### src/rtl/uart_tx_arbiter_if.sv
// Handshake bundle between the two byte requesters, the UART transmit
// path and the arbiter. The arbiter uses the slave modport; whoever drives
// the requester and UART-ready side uses the master modport.
interface uart_tx_arbiter_if;
  logic       REQ0_WRITE_I;
  logic [7:0] REQ0_DATA_I;
  logic       REQ0_LOCK_I;
  logic       REQ0_READY_O;
  logic       REQ1_WRITE_I;
  logic [7:0] REQ1_DATA_I;
  logic       REQ1_LOCK_I;
  logic       REQ1_READY_O;
  logic       TX_READY_I;
  logic       TX_WRITE_O;
  logic [7:0] TX_DATA_O;
  logic [1:0] GRANT_O;
  logic       TIMEOUT_O;

  modport master (
    output REQ0_WRITE_I, REQ0_DATA_I, REQ0_LOCK_I,
    output REQ1_WRITE_I, REQ1_DATA_I, REQ1_LOCK_I,
    output TX_READY_I,
    input  REQ0_READY_O, REQ1_READY_O,
    input  TX_WRITE_O, TX_DATA_O, GRANT_O, TIMEOUT_O
  );

  modport slave (
    input  REQ0_WRITE_I, REQ0_DATA_I, REQ0_LOCK_I,
    input  REQ1_WRITE_I, REQ1_DATA_I, REQ1_LOCK_I,
    input  TX_READY_I,
    output REQ0_READY_O, REQ1_READY_O,
    output TX_WRITE_O, TX_DATA_O, GRANT_O, TIMEOUT_O
  );
endinterface

### src/rtl/uart_tx_arbiter.sv
// Round-robin arbiter sharing one UART byte-transmit path between the debug
// TAP escape stream (req0) and a secondary raw channel (req1). A requester
// holding LOCK keeps the grant across a whole frame; a lock timeout forces
// release of a stalled owner and blocks its lock until LOCK is seen low.
module uart_tx_arbiter #(
  parameter int unsigned TIMEOUT_CYCLES = 1000000,
  parameter int unsigned CNT_WIDTH      = $clog2(TIMEOUT_CYCLES + 1)
) (
  input  logic               CLK_I,
  input  logic               RST_NI,
  uart_tx_arbiter_if.slave   bus
);

  // A zero timeout would give a zero-width counter; keep one bit that never moves.
  localparam int unsigned    CW       = (CNT_WIDTH < 1) ? 1 : CNT_WIDTH;
  localparam bit             TO_EN    = (TIMEOUT_CYCLES != 0);
  localparam logic [CW-1:0]  CNT_MAX  = '1;
  localparam logic [CW-1:0]  CNT_LAST = TO_EN ? CW'(TIMEOUT_CYCLES - 1) : '0;

  typedef enum logic [1:0] {S_IDLE, S_OWN0, S_OWN1} state_e;

  state_e        r_state, w_next;
  logic          r_rr;          // 0 favours req0, 1 favours req1
  logic          r_blk0, r_blk1;
  logic          r_tx_write, r_timeout;
  logic [7:0]    r_tx_data;
  logic [CW-1:0] r_cnt;

  logic       w_pend0, w_pend1, w_own;
  logic       w_own_write, w_own_lock;
  logic [7:0] w_own_data;
  logic       w_ready, w_xfer, w_inc, w_timeout, w_release;

  // A blocked lock does not count as a request; only a real byte does.
  assign w_pend0 = bus.REQ0_WRITE_I | (bus.REQ0_LOCK_I & ~r_blk0);
  assign w_pend1 = bus.REQ1_WRITE_I | (bus.REQ1_LOCK_I & ~r_blk1);
  assign w_own   = (r_state == S_OWN0) || (r_state == S_OWN1);

  // Select the current owner's request signals.
  always_comb begin
    // NOTE: every signal written here gets a default first so no latch is inferred.
    w_own_write = 1'b0;
    w_own_lock  = 1'b0;
    w_own_data  = 8'h00;
    case (r_state)
      S_OWN0: begin
        w_own_write = bus.REQ0_WRITE_I;
        w_own_lock  = bus.REQ0_LOCK_I & ~r_blk0;
        w_own_data  = bus.REQ0_DATA_I;
      end
      S_OWN1: begin
        w_own_write = bus.REQ1_WRITE_I;
        w_own_lock  = bus.REQ1_LOCK_I & ~r_blk1;
        w_own_data  = bus.REQ1_DATA_I;
      end
      default: ;
    endcase
  end

  // UART ready lags our strobe by a cycle, so never accept right after a write.
  assign w_ready   = bus.TX_READY_I & ~r_tx_write;
  assign w_xfer    = w_own & w_own_write & w_ready;
  // Only an owner stalling under lock counts; UART backpressure does not.
  assign w_inc     = w_own & bus.TX_READY_I & ~w_xfer & w_own_lock;
  assign w_timeout = TO_EN && w_inc && (r_cnt == CNT_LAST);
  assign w_release = w_own & ((~w_own_lock & (w_xfer | ~w_own_write)) | w_timeout);

  // State register.
  always_ff @(posedge CLK_I or negedge RST_NI) begin
    // NOTE: sequential state uses non-blocking assignments so all flops update together.
    if (!RST_NI) r_state <= S_IDLE;
    else         r_state <= w_next;
  end

  // Next-state: round-robin grant from IDLE, direct hand-over on release.
  always_comb begin
    w_next = r_state;
    case (r_state)
      S_IDLE: begin
        if (w_pend0 && (!w_pend1 || !r_rr)) w_next = S_OWN0;
        else if (w_pend1)                  w_next = S_OWN1;
      end
      S_OWN0: if (w_release) w_next = w_pend1 ? S_OWN1 : S_IDLE;
      S_OWN1: if (w_release) w_next = w_pend0 ? S_OWN0 : S_IDLE;
      default: w_next = S_IDLE;
    endcase
  end

  // Outputs decoded from state: grant and per-requester ready.
  always_comb begin
    bus.GRANT_O      = 2'b00;
    bus.REQ0_READY_O = 1'b0;
    bus.REQ1_READY_O = 1'b0;
    case (r_state)
      S_OWN0: begin
        bus.GRANT_O      = 2'b01;
        bus.REQ0_READY_O = w_ready;
      end
      S_OWN1: begin
        bus.GRANT_O      = 2'b10;
        bus.REQ1_READY_O = w_ready;
      end
      default: ;
    endcase
  end

  // Round-robin pointer flips to the other requester on every release.
  always_ff @(posedge CLK_I or negedge RST_NI) begin
    if (!RST_NI)        r_rr <= 1'b0;
    else if (w_release) r_rr <= (r_state == S_OWN0);
  end

  // Lock-block flags: set on forced release, cleared once LOCK is seen low.
  always_ff @(posedge CLK_I or negedge RST_NI) begin
    if (!RST_NI) begin
      r_blk0 <= 1'b0;
      r_blk1 <= 1'b0;
    end else begin
      if (w_timeout && r_state == S_OWN0) r_blk0 <= 1'b1;
      else if (!bus.REQ0_LOCK_I)          r_blk0 <= 1'b0;
      if (w_timeout && r_state == S_OWN1) r_blk1 <= 1'b1;
      else if (!bus.REQ1_LOCK_I)          r_blk1 <= 1'b0;
    end
  end

  // Timeout counter: cleared on any state change and on transfer, saturating.
  always_ff @(posedge CLK_I or negedge RST_NI) begin
    if (!RST_NI)                                   r_cnt <= '0;
    else if (w_next != r_state || w_xfer)          r_cnt <= '0;
    else if (TO_EN && w_inc && r_cnt != CNT_MAX)   r_cnt <= r_cnt + CW'(1);
  end

  // UART strobe/data and timeout pulse, all registered one cycle after the event.
  always_ff @(posedge CLK_I or negedge RST_NI) begin
    if (!RST_NI) begin
      r_tx_write <= 1'b0;
      r_tx_data  <= 8'h00;
      r_timeout  <= 1'b0;
    end else begin
      r_tx_write <= w_xfer;
      r_timeout  <= w_timeout;
      if (w_xfer) r_tx_data <= w_own_data;
    end
  end

  assign bus.TX_WRITE_O = r_tx_write;
  assign bus.TX_DATA_O  = r_tx_data;
  assign bus.TIMEOUT_O  = r_timeout;

endmodule

### src/flat_wrapper.sv
// flat-port wrapper written by rule: the top's interface ports become plain ports
module uart_tx_arbiter_flat 
#(
  parameter int unsigned TIMEOUT_CYCLES = 1000000,
  parameter int unsigned CNT_WIDTH      = $clog2(TIMEOUT_CYCLES + 1)
)
  (CLK_I, RST_NI, bus_REQ0_WRITE_I, bus_REQ0_DATA_I, bus_REQ0_LOCK_I, bus_REQ1_WRITE_I, bus_REQ1_DATA_I, bus_REQ1_LOCK_I, bus_TX_READY_I, bus_REQ0_READY_O, bus_REQ1_READY_O, bus_TX_WRITE_O, bus_TX_DATA_O, bus_GRANT_O, bus_TIMEOUT_O);
  uart_tx_arbiter_if bus_i ();
  input  logic CLK_I;
  input  logic RST_NI;
  input wire logic [$bits(bus_i.REQ0_WRITE_I)-1:0] bus_REQ0_WRITE_I;
  input wire logic [$bits(bus_i.REQ0_DATA_I)-1:0] bus_REQ0_DATA_I;
  input wire logic [$bits(bus_i.REQ0_LOCK_I)-1:0] bus_REQ0_LOCK_I;
  input wire logic [$bits(bus_i.REQ1_WRITE_I)-1:0] bus_REQ1_WRITE_I;
  input wire logic [$bits(bus_i.REQ1_DATA_I)-1:0] bus_REQ1_DATA_I;
  input wire logic [$bits(bus_i.REQ1_LOCK_I)-1:0] bus_REQ1_LOCK_I;
  input wire logic [$bits(bus_i.TX_READY_I)-1:0] bus_TX_READY_I;
  output wire logic [$bits(bus_i.REQ0_READY_O)-1:0] bus_REQ0_READY_O;
  output wire logic [$bits(bus_i.REQ1_READY_O)-1:0] bus_REQ1_READY_O;
  output wire logic [$bits(bus_i.TX_WRITE_O)-1:0] bus_TX_WRITE_O;
  output wire logic [$bits(bus_i.TX_DATA_O)-1:0] bus_TX_DATA_O;
  output wire logic [$bits(bus_i.GRANT_O)-1:0] bus_GRANT_O;
  output wire logic [$bits(bus_i.TIMEOUT_O)-1:0] bus_TIMEOUT_O;
  assign bus_i.REQ0_WRITE_I = bus_REQ0_WRITE_I;
  assign bus_i.REQ0_DATA_I = bus_REQ0_DATA_I;
  assign bus_i.REQ0_LOCK_I = bus_REQ0_LOCK_I;
  assign bus_i.REQ1_WRITE_I = bus_REQ1_WRITE_I;
  assign bus_i.REQ1_DATA_I = bus_REQ1_DATA_I;
  assign bus_i.REQ1_LOCK_I = bus_REQ1_LOCK_I;
  assign bus_i.TX_READY_I = bus_TX_READY_I;
  assign bus_REQ0_READY_O = bus_i.REQ0_READY_O;
  assign bus_REQ1_READY_O = bus_i.REQ1_READY_O;
  assign bus_TX_WRITE_O = bus_i.TX_WRITE_O;
  assign bus_TX_DATA_O = bus_i.TX_DATA_O;
  assign bus_GRANT_O = bus_i.GRANT_O;
  assign bus_TIMEOUT_O = bus_i.TIMEOUT_O;
  uart_tx_arbiter #(.TIMEOUT_CYCLES(TIMEOUT_CYCLES), .CNT_WIDTH(CNT_WIDTH)) u_core (.CLK_I(CLK_I), .RST_NI(RST_NI), .bus(bus_i));
endmodule
### config.mk
export PLATFORM = sky130hd
export DESIGN_NAME = uart_tx_arbiter_flat
export DESIGN_NICKNAME = d
export VERILOG_FILES = /design/src/rtl/uart_tx_arbiter_if.sv /design/src/rtl/uart_tx_arbiter.sv /design/src/flat_wrapper.sv
export SDC_FILE = /design/constraint.sdc
export NUM_CORES = 1
export LEC_CHECK = 0
export CAP_MARGIN = 20
export CORE_MARGIN = 2
export CORE_UTILIZATION = 57
export DETAILED_ROUTE_END_ITERATION = 12
export MAX_ROUTING_LAYER = met4
export PLACE_DENSITY = 0.93
export SYNTH_ARGS = -nofsm -noshare
export SYNTH_HDL_FRONTEND = slang
export SYNTH_SLANG_ARGS = --single-unit
### constraint.sdc
create_clock -name CLK_I -period 6.9 [get_ports CLK_I]
set_input_delay 0.69 -clock CLK_I [delete_from_list [all_inputs] [get_ports CLK_I]]
set_output_delay 0.69 -clock CLK_I [all_outputs]
set_load 0.02 [all_outputs]
* After elaboration in Yosys (flattened, before gate mapping)
Cells that the tools add are included.
** Operators by class
- $add $sub $neg :: 1
- Multiply operators :: 0
- Div/mod/pow operators :: 0
- Order comparisons :: 0
- Equal/unequal tests :: 7
- Shifts and indexed selects :: 0
- Mux-type cells :: 19
- Bitwise logic cells :: 20
- Reductions and logical operators :: 12
** Operator list (number)
- $mux 20 :: 2
- $add 20x1->20 const B :: 1
- $eq 20x20->1 const B :: 1
- $ne 20x20->1 const B :: 1
- $pmux 8 s2 :: 1
- $and 1x1->1 :: 10
- $mux 2 :: 5
- $mux 1 :: 7
- $not 1->1 :: 6
- $pmux 2 s3 :: 1
- $logic_and 1x1->1 :: 5
- $ne 2x1->1 const B :: 2
- $or 1x1->1 :: 4
- $pmux 1 s2 :: 2
- $pmux 2 s2 :: 1
- $logic_or 1x1->1 :: 3
- $eq 2x1->1 const B :: 1
- $eq 2x2->1 const B :: 1
- $logic_not 1->1 :: 2
- $logic_not 2->1 :: 1
- $ne 2x2->1 :: 1
- $reduce_bool 2->1 :: 1
** Storage, ports and cells
- Register bits after elaboration :: 35
- Latch bits :: 0
- Memory bits (writable) :: 0
- Bits in read-only memories :: 0
- Input port bits :: 23
- Output and inout bits :: 14
- Logic and storage cells :: 67
- Memories kept :: 0

* Depth between registers and ports, before layout
Gate-level depths: netlist of run 1.
- Depth in word-level cells :: 15
- Mapped depth :: 11
- Depth with buffers taken out :: 8

* Least setup slack after synthesis of run 1
No wires, ideal clock.
- Path type :: flip-flop to flip-flop
- From :: register u_core.r_state[1]
- To :: register u_core.r_cnt[16]
- Setup time :: 0.147 ns
- Data arrival time :: 2.179 ns
- Required time :: 6.753 ns
- Slack :: 4.573 ns
- Stages on the path, launching flop included :: 11
- Buffers on the path :: 2
- Period minus slack after synthesis :: 2.327 ns
- Cells stage by stage :: dfrtp_1 -> inv_1 -> ha_1 -> buf_6 -> and3b_4 -> or4_1 -> nor4b_2 -> nor4_2 -> o2111ai_2 -> buf_6 -> a311oi_2
** On the way
- Longest elaborated chain between the ends :: 15
- Elaborated cells on any way between the ends :: 29
- Those cells by class :: eq/ne (3); mux (8); bitwise (12); reduce/logical (6)
** Ends and longest elaborated chain
- start, declared :: RTL line uart_tx_arbiter.sv:22 : state_e r_state, w_next;
- start signal, assigned :: RTL line uart_tx_arbiter.sv:72 : else r_state <= w_next;
- $eq 2x2->1 / $eq 2x1->1 (equally long branches) :: RTL line uart_tx_arbiter.sv:37, uart_tx_arbiter.sv:45, uart_tx_arbiter.sv:78
- $pmux 1 s2 / $logic_or 1x1->1 (equally long branches) :: RTL line uart_tx_arbiter.sv:45, uart_tx_arbiter.sv:37
- $and 1x1->1 (2 in a row) :: RTL line uart_tx_arbiter.sv:62 : assign w_xfer = w_own & w_own_write & w_ready;
- $not 1->1 :: RTL line uart_tx_arbiter.sv:64 : assign w_inc = w_own & bus.TX_READY_I & ~w_xfer & w_own_lock;
- $and 1x1->1 (2 in a row) :: RTL line uart_tx_arbiter.sv:64
- $logic_and 1x1->1 :: RTL line uart_tx_arbiter.sv:65 : assign w_timeout = TO_EN && w_inc && (r_cnt == CNT_LAST);
- $or 1x1->1 :: RTL line uart_tx_arbiter.sv:66 : assign w_release = w_own & ((~w_own_lock & (w_xfer | ~w_own_write)) | w_timeout);
- $and 1x1->1 :: RTL line uart_tx_arbiter.sv:66
- $mux 2, on equally long branches :: RTL line uart_tx_arbiter.sv:84, uart_tx_arbiter.sv:83
- $pmux 2 s3 :: RTL line uart_tx_arbiter.sv:78 : case (r_state)
- $ne 2x2->1 :: RTL line uart_tx_arbiter.sv:129 : else if (w_next != r_state || w_xfer) r_cnt <= '0;
- $logic_or 1x1->1 :: RTL line uart_tx_arbiter.sv:129
- $mux 20 / $reduce_bool 2->1 (equally long branches)
- end signal, assigned :: RTL line uart_tx_arbiter.sv:130 : else if (TO_EN && w_inc && r_cnt != CNT_MAX) r_cnt <= r_cnt + CW'(1);
- end, declared :: RTL line uart_tx_arbiter.sv:27 : logic [CW-1:0] r_cnt;
Several ways; a longest one is shown, not always the timed one.
A chain may end at the register's enable or synchronous reset.

* Final worst setup path of run 1
- From :: register u_core.r_state[0]
- To :: register u_core.r_cnt[16]
Same word-level chain as after synthesis.

==> out/qor.txt, run 1 <==
Tightest Pin Transition - 0.9470 ns
CP arrival - 3.51 ns
FP Rows - 22
Clk_lat worst skew - 0.29 ns
GRT Total Usage - 0.2408
Buffers on Ports - 36
WS Path Type - reg -> reg
Period minus WS final - 3.332 ns
Max Fanout on Critical Path - 20
CTS tree - yes
CTS root buf - clkbuf_8
WP data required - 7.08 ns
Post-Route WL - 4671 µm
Status - complete, no violations
Routed met1 length - 2075 µm
Die H - 65.30 µm
Area delta synth->final - 21.61%
Rel. slew slack - 0.3686
Clock Path Buffers - 2
Post-synth EDFFs - 0
Die Area - 4264 µm²
Met3 wire len - 285 µm
Starting Density - 0.5895
Clock Skews - 0.004899 ns
Area after DPL - 2492 µm²
CP Cell Sequence - inv_1 -> ha_1 -> a22oi_2 -> and3b_1 -> nand2b_4 -> nor4_2 -> o2111ai_2 -> a311oi_2
Crit path capture type - flip-flop
VDD IR-drop max - 221.7 µV
Pre-antenna DRT Iters - 4
Post-CTS Hold Fix Bufs - 0
Hold_ws - 0.5280 ns
Wirelength per Cell - 15.26 µm
Post-detail-place hpwl - 3334 µm
Via density - 5.954
Design area - 2605 µm²
Core ar. - 3633 µm²
Post-Syn Nets - 253
Io pins - 37
Async SR Flop Fraction - 1.000
Clock Pin Slew Worst Setup and Hold Paths - 0.07 ns
Max-Cap Viols - 0
Post-synthesis sequential area ratio - 0.4089
Drc violations - 0
Mapped Area - 2142 µm²
Leak - 1.074 nW
Type of the worst min-delay path - reg -> reg
Yosys warns - 0
Worst Path Buf+Inv - 1
Vias in the first global route - 1708
Die Wd - 65.30 µm
Share of layout cells above drive strength 1 - 0.09302
Final hold vios - 0
CTS-repair resized insts - 0
Detail Route Antenna Nets - 0
ANT cells - 0
Reg-to-reg slack, setup - 3.57 ns
Unrepaired setup endpoints after global routing - no
# clock sinks - 35
Cells after synthesis - 223
Maximum operating frequency - 300.1 MHz
Final period utilization - 0.4829
Postcts setup bufs - 0
Synth Flop Type - dfrtp_1
Highest routed layer - met4
Met2 routed WL - 2252 µm
Detailed-route via count - 1822
Yosys reg bits - 35
Initial drt markers - 162
Crit path largest cell delay - 0.54 ns
Syn_area_per_cell - 9.606 µm²
Slowest stage cell, crit path - dfrtp_1
Initial antenna violation count - 0
CTS Buf Count - 5
Power per cell area - 341.9 nW/µm²
Final slew viol count - 0
Synth unique cells - 51
Global-route wire length before repair - 7659 µm
Crit path launch type - flip-flop
Max H-tree Level - 2
GRT overflow - 0
Largest net degree at the start of global routing - 36
Cell family contributing the most delay on the critical path - compound AO/OA/AOI/OAI gates
RePlAce Congestion - 0.9987
Setup violators final - 0
Sum Neg Setup Slack - 0 ns
NumNets Final - 287
Yosys cell counts (2+ instances only):
cell type,instances,area share
mux2i_1,3,0.014
buf_2,2,0.0047
nor4_2,2,0.012
nand3_1,6,0.014
nand2_1,12,0.021
a22oi_1,8,0.028
o31ai_1,3,0.011
nor4_1,2,0.0058
o21ai_0,5,0.012
nand2b_1,2,0.0058
xnor2_1,2,0.0082
and4_1,2,0.0082
and3_1,3,0.0088
nand4_1,13,0.038
a21oi_1,15,0.035
clkbuf_1,3,0.0053
nor2_1,34,0.060
a311oi_1,2,0.0082
xor2_1,15,0.061
nor2b_1,3,0.0088
buf_6,5,0.026
dfrtp_1,35,0.41
inv_1,4,0.0070
and2_1,4,0.012
o211ai_1,2,0.0070
ha_1,7,0.041
nor3_1,5,0.012
cell type report:
| type | instances | area (µm²) |
|---|---|---|
| inverter | 4 | 15.01 |
| sequential | 35 | 875.8 |
| timing repair buffer | 37 | 367.9 |
| clock buffer | 5 | 68.82 |
| multi-input combinational | 174 | 1174 |
| tap | 48 | 60.06 |
| fill | 289 | 1028 |
| clock inverter | 3 | 43.79 |
routing by layer:
metal / vias up / GRT usage
li1: 882 / -
met1: 877 / 0.3001
met2: 56 / 0.3801
met3: 7 / 0.05822
met4: 0 / 0.09635
met5: - / -
registers in the layout (all words and copies together), names as in the netlist:
register / flops
u_core.r_blk0: 1
u_core.r_rr: 1
u_core.r_cnt: 20
u_core.bus.TX_DATA_O: 8
u_core.bus.TX_WRITE_O: 1
u_core.r_blk1: 1
u_core.bus.TIMEOUT_O: 1
u_core.r_state: 2
per-stage QoR:
step	util	cells	power [mW]	worst slack (ns)
4_1_cts	0.7169	306	0.8969	3.534
5_1_grt	0.7169	306	0.9555	3.213
3_5_place_dp	0.6860	298	0.7104	3.514
2_1_floorplan	-	223	0.6101	4.573
6_report	0.7169	306	0.8906	3.568
3_3_place_gp	0.6860	298	0.7047	3.601
layout by cell type (no fill, tap or decap), types with 4 or more instances in the layout:
cell type,instances
a22oi_1,8
dfrtp_1,35
and2_1,4
o21ai_0,5
nor3_1,5
inv_1,4
nand4_1,13
clkdlybuf4s50_1,36
nand3_1,6
clkbuf_8,5
nand2_1,12
nor2_1,34
ha_1,7
xor2_1,15
a21oi_1,15
report_power, final:
group / switching [mW] / internal [mW] / leakage (nW)
sequential: 0.0310 / 0.241 / 0.467
clock: 0.0751 / 0.107 / 0.0581
combinational: 0.261 / 0.175 / 0.549
total: 0.367 / 0.524 / 1.07
worst reg2reg max path, stage by stage, from the launching register on:
cell and delay, ns:
dfrtp_1 0.54, inv_1 0.16, ha_1 0.44, a22oi_2 0.29
and3b_1 0.40, nand2b_4 0.23, nor4_2 0.23, o2111ai_2 0.54
a311oi_2 0.40
cells by family after synthesis:
family / Yosys count / share of synthesized area
buf+inv: 14 / 0.04322
fa+ha+maj: 7 / 0.04089
xor+xnor: 17 / 0.06951
compound gates: 48 / 0.1635
flops: 35 / 0.4089
mux: 4 / 0.01928
simple gates: 98 / 0.2547
final timing paths:
check,from,depth (start not counted),to
max reg2reg,u_core.r_state[0],8,u_core.r_cnt[16]
min reg2reg,u_core.bus.TX_DATA_O[0],2,u_core.bus.TX_DATA_O[0]
max in group asynchronous,RST_NI,2,u_core.bus.TX_DATA_O[7]
min,u_core.bus.TX_DATA_O[0],2,u_core.bus.TX_DATA_O[0]
max,u_core.r_state[0],8,u_core.r_cnt[16]
min in group asynchronous,RST_NI,2,u_core.r_rr
(Power assumes the default switching activity.)
==> run 2, diff against run 1 <==
Settings changed: CORE_UTILIZATION 57 to 48, PLACE_DENSITY 0.93 to 0.84.
Clock period 6.9 ns to 2.8 ns, I/O delays scaled along.
==> run 2 against run 1 <==
Non-clock buffer count increased by 12; critical path depth grew 1; cell count rose by 5.2%; combinational power grew to 2.8 times the previous value; sequential cell count did not move; die area up 18%; via count up 2.0%; register-to-register slack lost 3.3 ns; routed wire length grew 5.7%; critical endpoint unchanged; highest routed layer unchanged.
==> out/qor.txt, run 2 (synthesis results as in run 1) <==
Combinational power share - 0.539
Switching Power - 947.2 µW
GRT overflow - 0
Max-Cap Viols - 0
Buffers on Ports - 36
Postcts setup bufs - 0
Met3 wire len - 243 µm
FP Rows - 24
Type of the worst min-delay path - in -> async
GRT Total Usage - 0.2194
Clock Path Buffers - 2
Status - complete, no violations
ANT cells - 0
RePlAce Congestion - 1.013
Final Core Density - 0.6250
Tightest Pin Transition - 0.5761 ns
Routed met1 length - 2148 µm
Design area - 2703 µm²
Leak - 1.131 nW
Rel. slew slack - 0.6158
Clock Pin Slew Worst Setup and Hold Paths - 0.07 ns
Switching Fraction - 0.4155
Area after DPL - 2587 µm²
Post-Route WL - 4937 µm
Initial antenna violation count - 0
Die Area - 5013 µm²
Vias in the first global route - 1855
Post-detail-place hpwl - 3589 µm
Max Fanout on Critical Path - 20
Number of fillers in the final layout - 372
CTS tree - yes
CP arrival - 2.76 ns
Post-route setup slack - 0.2376 ns
NumNets Final - 299
CTS-repair resized insts - 0
Power per cell area - 843.5 nW/µm²
Drc violations - 0
Pre-antenna DRT Iters - 4
Area delta synth->final - 26.17%
Detailed-route via count - 1859
Clock network power share - 0.177
Unrepaired setup endpoints after global routing - no
Io pins - 37
WP data required - 2.99 ns
Global-route wire length before repair - 8500 µm
Via density - 5.773
Crit path capture type - flip-flop
Max H-tree Level - 2
Met2 routed WL - 2415 µm
WS Path Type - reg -> reg
Maximum operating frequency - 390.3 MHz
Max reg flops - 20
CTS Buf Count - 5
Highest routed layer - met4
Die Wd - 70.80 µm
Pint - 1.332 mW
Crit path launch type - flip-flop
Hold_ws - 0.3959 ns
CTS root buf - clkbuf_8
Starting Density - 0.4954
Clk_lat worst skew - 0.29 ns
# clock sinks - 35
Sum Neg Setup Slack - 0 ns
Post-CTS Hold Fix Bufs - 0
Clock Skews - 0.006941 ns
Share of layout cells above drive strength 1 - 0.1333
Seq pwr share - 0.284
Final hold vios - 0
Die H - 70.80 µm
Detail Route Antenna Nets - 0
Most common cell after layout, fill and taps aside - clkdlybuf4s50_1
Pre-CTS WS - -0.01743 ns
Largest net degree at the start of global routing - 36
Final slew viol count - 0
VDD IR-drop max - 370.8 µV
Setup violators final - 0
Largest register by flop count - u_core.r_cnt
Final period utilization - 0.9151
Initial drt markers - 104
Commonest non-fill, non-tap cells in the layout - clkdlybuf4s50_1 (36), dfrtp_1 (35), nor2_1 (34)
Wirelength per Cell - 15.33 µm
Period minus WS final - 2.562 ns
Core ar. - 4324 µm²
[run 2: cell count changes in the layout (fill, tap and decap cells not counted), sizes merged]
cell	before	now
clkbuf	5	8
clkinv	2	0
buf	1	13
bufinv	1	0
[run 2: path summary, 6_finish.rpt]
path	slack, ns	to	cells after the start	from
min in group CLK_I	0.53	u_core.bus.TX_DATA_O[3]	2	u_core.bus.TX_DATA_O[3]
hold reg to reg	0.53	u_core.bus.TX_DATA_O[3]	2	u_core.bus.TX_DATA_O[3]
setup reg to reg	0.24	u_core.r_cnt[16]	9	u_core.r_state[1]
max in group asynchronous	2.09	u_core.r_cnt[9]	2	RST_NI
setup / recovery	0.24	u_core.r_cnt[16]	9	u_core.r_state[1]
hold / removal	0.40	u_core.r_cnt[2]	2	RST_NI
[run 2: final cells by class]
cell class	instances	area [µm²]	area share
multi-input combinational	174	1189	0.4398
inverter	4	15.01	0.005556
timing repair buffer	49	457.9	0.1694
sequential	35	875.8	0.3241
tap	52	65.06	0.02407
clock buffer	8	100.1	0.03704
[run 2: per-stage QoR]
step | power [mW] | cells
4_1_cts | 2.253 | 322
3_3_place_gp | 1.826 | 314
2_1_floorplan | 1.504 | 223
5_1_grt | 2.431 | 322
6_report | 2.280 | 322
3_5_place_dp | 1.841 | 314
[run 2: metal layers]
metal,global-route usage,up-vias
li1,-,906
met1,0.2683,880
met2,0.3416,56
met3,0.04986,17
met4,0.1111,0
met5,-,-
[run 2: power by group through the flow]
stage | Sequential [mW] | Combinational (mW) | Clock, mW
final | 0.648 | 1.23 | 0.404
after global routing | 0.658 | 1.34 | 0.431
after CTS | 0.648 | 1.19 | 0.416
after detailed placement | 0.658 | 1.18 | 0
after global placement | 0.652 | 1.17 | 0
after floorplan | 0.749 | 0.755 | 0
[run 2: critical path, stage by stage, from the launching register on]
cell       delay, ns
dfrtp_1         0.38
buf_4           0.17
ha_1            0.25
and3b_2         0.27
o221ai_2        0.19
nor3_2          0.08
buf_4           0.17
o211ai_1        0.30
o2111ai_4       0.36
a311oi_2        0.30
